===== config.mk =====
export PLATFORM = sky130hd
export DESIGN_NAME = sr_bank_arbiter
export DESIGN_NICKNAME = d
export VERILOG_FILES = /design/src/rtl/sr_bank_arbiter.sv
export SDC_FILE = /design/constraint.sdc
export NUM_CORES = 1
export LEC_CHECK = 0
export CELL_PAD_IN_SITES_DETAIL_PLACEMENT = 1
export CELL_PAD_IN_SITES_GLOBAL_PLACEMENT = 1
export CORE_MARGIN = 1
export CORE_UTILIZATION = 34
export CTS_BUF_LIST = sky130_fd_sc_hd__clkbuf_8 sky130_fd_sc_hd__clkbuf_16
export DETAILED_ROUTE_END_ITERATION = 10
export HOLD_SLACK_MARGIN = 0.03
export PLACE_DENSITY_LB_ADDON = 0.1
export SYNTH_ARGS = -nofsm -noshare
export SYNTH_HDL_FRONTEND = slang
export SYNTH_SLANG_ARGS = --single-unit

===== constraint.sdc =====
create_clock -name cp -period 5.8 [get_ports cp]
set_input_delay 0.87 -clock cp [delete_from_list [all_inputs] [get_ports cp]]
set_output_delay 0.87 -clock cp [all_outputs]
set_load 0.05 [all_outputs]

===== src/rtl/sr_bank_arbiter.sv =====
// Round-robin arbiter sharing one bank of edge-triggered SR bits between NREQ requesters.
// A request is granted at the edge leaving IDLE and its command lands at the edge ending APPLY.
module sr_bank_arbiter #(
    parameter int NREQ  = 4,
    parameter int NBITS = 8,
    parameter int IDXW  = 3
) (
    input  logic                 cp,
    input  logic                 rst,
    input  logic [NREQ-1:0]      req,
    input  logic [NREQ-1:0]      s_in,
    input  logic [NREQ-1:0]      r_in,
    input  logic [NREQ*IDXW-1:0] idx,
    output logic [NREQ-1:0]      gnt,
    output logic [NBITS-1:0]     q,
    output logic [NBITS-1:0]     qbar,
    output logic                 done,
    output logic                 err
);

    localparam int PW = (NREQ > 1) ? $clog2(NREQ) : 1;
    localparam logic [IDXW:0] NBITS_W = (IDXW + 1)'(NBITS);
    localparam logic [PW:0]   NREQ_W  = (PW + 1)'(NREQ);

    typedef enum logic {IDLE, APPLY} state_t;

    state_t           state_q;
    logic [PW-1:0]    ptr_q;
    logic [PW-1:0]    win_q;
    logic             s_q, r_q;
    logic [IDXW-1:0]  idx_q;
    logic [NREQ-1:0]  gnt_q;
    logic             done_q, err_q;
    logic [NBITS-1:0] bank_q;

    logic [2*NREQ-1:0] rot;
    logic [PW-1:0]     off;
    logic [PW:0]       sum;
    logic [PW-1:0]     win_d;
    logic              s_d, r_d, err_d;
    logic [IDXW-1:0]   idx_d;
    logic [NREQ-1:0]   gnt_d;
    logic [PW-1:0]     ptr_d;
    logic [NBITS-1:0]  bank_d;

    // Rotate requests so bit 0 is the pointer position; the lowest set bit is the winner.
    always_comb begin
        // NOTE: every always_comb output gets a default first, so no path can infer a latch.
        rot = {req, req} >> ptr_q;
        off = '0;
        for (int i = NREQ - 1; i >= 0; i--) begin
            if (rot[i]) off = PW'(i);
        end
        sum = {1'b0, ptr_q} + {1'b0, off};
        if (sum >= NREQ_W) sum = sum - NREQ_W;
        win_d = sum[PW-1:0];

        s_d   = 1'b0;
        r_d   = 1'b0;
        idx_d = '0;
        gnt_d = '0;
        for (int k = 0; k < NREQ; k++) begin
            if (win_d == PW'(k)) begin
                s_d      = s_in[k];
                r_d      = r_in[k];
                idx_d    = idx[k*IDXW +: IDXW];
                gnt_d[k] = 1'b1;
            end
        end
        err_d = ({1'b0, idx_d} >= NBITS_W);
        ptr_d = (win_q == PW'(NREQ - 1)) ? '0 : win_q + 1'b1;
    end

    // Latched command applied to the addressed bit; an out-of-range index leaves the bank alone.
    always_comb begin
        bank_d = bank_q;
        for (int b = 0; b < NBITS; b++) begin
            if (!err_q && idx_q == IDXW'(b)) begin
                case ({s_q, r_q})
                    2'b10:   bank_d[b] = 1'b1;
                    2'b01:   bank_d[b] = 1'b0;
                    2'b11:   bank_d[b] = ~bank_q[b];
                    default: bank_d[b] = bank_q[b];
                endcase
            end
        end
    end

    always_ff @(posedge cp or negedge rst) begin
        if (!rst) begin
            state_q <= IDLE;
            ptr_q   <= '0;
            win_q   <= '0;
            s_q     <= 1'b0;
            r_q     <= 1'b0;
            idx_q   <= '0;
            gnt_q   <= '0;
            done_q  <= 1'b0;
            err_q   <= 1'b0;
            bank_q  <= '0;
        end else begin
            // NOTE: sequential state uses non-blocking assignments so every register sees pre-edge values.
            case (state_q)
                IDLE: begin
                    gnt_q  <= '0;
                    done_q <= 1'b0;
                    err_q  <= 1'b0;
                    if (|req) begin
                        win_q   <= win_d;
                        s_q     <= s_d;
                        r_q     <= r_d;
                        idx_q   <= idx_d;
                        gnt_q   <= gnt_d;
                        done_q  <= 1'b1;
                        err_q   <= err_d;
                        state_q <= APPLY;
                    end
                end
                APPLY: begin
                    bank_q  <= bank_d;
                    ptr_q   <= ptr_d;
                    gnt_q   <= '0;
                    done_q  <= 1'b0;
                    err_q   <= 1'b0;
                    state_q <= IDLE;
                end
                default: state_q <= IDLE;
            endcase
        end
    end

    assign gnt  = gnt_q;
    assign done = done_q;
    assign err  = err_q;
    assign q    = bank_q;
    assign qbar = ~bank_q;

endmodule


==> impl_metrics.env <==
export IMPL_slew_limit_headroom_pct=32.2
export IMPL_max_stage_delay_ps=740
export IMPL_highest_layer="met4"
export IMPL_dr_first_iter_drc_count=64
export IMPL_synth_avg_cell_area_um2=9.20
export IMPL_wire_per_inst_um=13.9
export IMPL_drt_pass1_iterations=6
export IMPL_max_cap_viol_count=0
export IMPL_rows=22
export IMPL_tightest_slew_ps=1010
export IMPL_syn_inst=141
export IMPL_cts_resized=0
export IMPL_die_h_um=63.8
export IMPL_cts_root_buf="clkbuf_8"
export IMPL_arrival_ps=3650
export IMPL_cts_tree="done"
export IMPL_synth_area_leaders="dfrtp_1 (42%), mux2_2 (8.7%), nand2_1 (6.7%)"
export IMPL_met2_length_um=1540
export IMPL_post_cts_repair_setup_buffers=0
export IMPL_grt_pass1_wl_um=5590
export IMPL_nFillCells=441
export IMPL_final_nets=213
export IMPL_num_antenna_cells=0
export IMPL_critPathMaxFanout=15
export IMPL_grt_use_total_pct=17.6
export IMPL_critPathSlowestCell="xnor2_2"
export IMPL_final_common_cell="clkdlybuf4s50_1"
export IMPL_setup_tns_ps=0
export IMPL_slew_viol_final=0
export IMPL_viasPerCell=5.00
export IMPL_critPathKind="in -> reg"
export IMPL_vias=1161
export IMPL_clk_latency_ps=270
export IMPL_fmax_mhz=289
export IMPL_grt_antenna_before_repair=0
export IMPL_ys_warn_count=0
export IMPL_cp_start_kind="primary input"
export IMPL_grt_pass1_vias=1215
export IMPL_cts_sinks=22
export IMPL_hold_viol=0
export IMPL_leakage_uw=0.000767
export IMPL_drt_met1_wl_um=1510
export IMPL_worstPathCellList="clkdlybuf4s50_1, inv_1, nand3_1, o311ai_0, o21ai_0, o221ai_1, ha_1, xnor2_1, xnor2_2, mux2_2, o211ai_1"
export IMPL_synth_seq_cells=22
export IMPL_place_congestion=0.810
export IMPL_instances_no_fill=232
export IMPL_clk_path_buf_depth=2
export IMPL_final_cell_mix="clkdlybuf4s50_1 (46), nand2_1 (23), dfrtp_1 (22)"
export IMPL_portBuffers=46
export IMPL_finClkSkew_ps=11.7
export IMPL_holdCritPathClass="reg -> reg"
export IMPL_setup_viol=0
export IMPL_totalWireLength_um=3230
export IMPL_core_area_um2=3660
export IMPL_yosysSeqAreaShare_pct=42.4
export IMPL_area_delta_synth_final_pct=42.2
export IMPL_final_layout_size_suffix_gt1_share_pct=9.78
export IMPL_yosysTopAreaCellShare_pct=42.4
export IMPL_drc_errors=0
export IMPL_rsz0062_at_grt="no"
export IMPL_status="finished clean"
export IMPL_postRouteAntennaNets=0
export IMPL_syn_nets=169
export IMPL_wl_met3_um=146
export IMPL_period_share_pct=59.7
export IMPL_dpl_cell_count=228
export IMPL_ctsHoldBuffers=0
export IMPL_die_width_um=63.8
export IMPL_dp_hpwl_um=2460
export IMPL_clk_pin_slew_worst_paths_ps=90
export IMPL_total_power_uw=1220
export IMPL_period_needed_ps=3460
export IMPL_overflow=0
export IMPL_die_area_um2=4070
export IMPL_syn_area_um2=1300
export IMPL_grt_max_degree=23
export IMPL_cts_made_buffers=3
export IMPL_holdWs_ps=539
export IMPL_h_tree_depth=1
export IMPL_start_util_pct=35.4
export IMPL_p_per_area_nw_per_um2=661
export IMPL_synth_cell_type_count=32
export IMPL_synth_top_area_cell="dfrtp_1"
export IMPL_ir_drop_mv=0.209
export IMPL_cp_end_kind="flip-flop"
export IMPL_required_ps=5990
export IMPL_pin_count=48
==> logic make-up (layout without fill, tap and decap cells) <==
family                   count (synthesis)  after routing  share of synthesized area [%]
flip-flops                              22             22                           42.4
other                                    1              1                          0.289
adder cells (fa/ha/maj)                  2              2                           1.93
buffers and inverters                   18             61                           6.56
multiplexers                            16             16                           13.3
AO/OA/AOI/OAI                           33             33                           17.4
AND/OR/NAND/NOR                         47             47                           16.2
XOR/XNOR                                 2              2                           1.93
==> report_power, final <==
part | total, uW | leakage [uW] | internal [uW] | switching [uW]
logic | 778 | 0.000463 | 303 | 475
clock network | 144 | 0.0000357 | 92.2 | 51.7
registers | 298 | 0.000268 | 224 | 74.0
total | 1220 | 0.000767 | 619 | 600
==> worst max-delay path, delay by kind of cell <==
kind                       cells  cell delay, ps
AOI/OAI and AO/OA              4             470
xor gates and xnor gates       2             900
adders and majority gates      1             210
muxes                          1             420
and+or+nand+nor                1             100
buffers and inverters          2             670
==> final timing paths <==
| kind | from | end | slack (ps) | cells after the start |
|---|---|---|---|---|
| worst min-delay path | idx_q[2] | idx_q[2] | 540 | 2 |
| max in group asynchronous | rst | ptr_q[1] | 4030 | 1 |
| min in group asynchronous | rst | q[3] | 1150 | 1 |
| worst max-delay path | req[3] | idx_q[1] | 2340 | 11 |
| worst max register to register | ptr_q[0] | idx_q[1] | 3030 | 9 |
| worst min register to register | idx_q[2] | idx_q[2] | 540 | 2 |
==> layer usage <==
layer  track usage [%]  vias to the layer above
met5                 0                        -
met4              7.10                        0
met3              3.21                        4
met2              30.3                       35
met1              21.6                      557
li1                  -                      565
==> per-stage QoR <==
step	worst slack, ps	area (um2)	util [%]
floorplan	3280	1300	-
global placement	2240	1770	48.5
detailed placement	2100	1770	48.5
CTS	2360	1850	50.4
global route	2150	1850	50.4
finish	2340	1850	50.4
==> Yosys cell counts <==
master and instances:
and2b_1 1, a21o_1 1, and2_1 1, buf_2 2, a211oi_2 1, o221ai_1 2, buf_6 1, nand2b_1 5
inv_1 11, or2_2 1, buf_4 2, o311ai_0 1, a2111oi_2 1, conb_1 1, mux2i_1 6, o211ai_1 5
nand3_1 1, ha_1 2, nand2_1 23, nor4b_1 1, clkbuf_1 2, xnor2_1 1, dfrtp_1 22, o31a_1 3
o22ai_1 1, a22o_1 1, mux2_2 10, o21ai_0 17, xnor2_2 1, nor3_1 3, nor2_1 10, nor2b_1 1
==> flip-flops by register name (all words and copies together), names as in the netlist <==
name   cells
q          8
ptr_q      2
s_q        1
idx_q      3
r_q        1
win_q      2
gnt        4
done       1
==> final cells by class <==
| type | count | area [um2] | share of cell area, % |
|---|---|---|---|
| Sequential cell | 22 | 551 | 29.8 |
| Inverter | 11 | 41.3 | 2.24 |
| Tap cell | 48 | 60.1 | 3.25 |
| Timing Repair Buffer | 46 | 460 | 24.9 |
| Clock inverter | 1 | 30.0 | 1.63 |
| Multi-Input combinational cell | 101 | 662 | 35.9 |
| Clock buffer | 3 | 41.3 | 2.24 |
(Power assumes the default switching activity.)
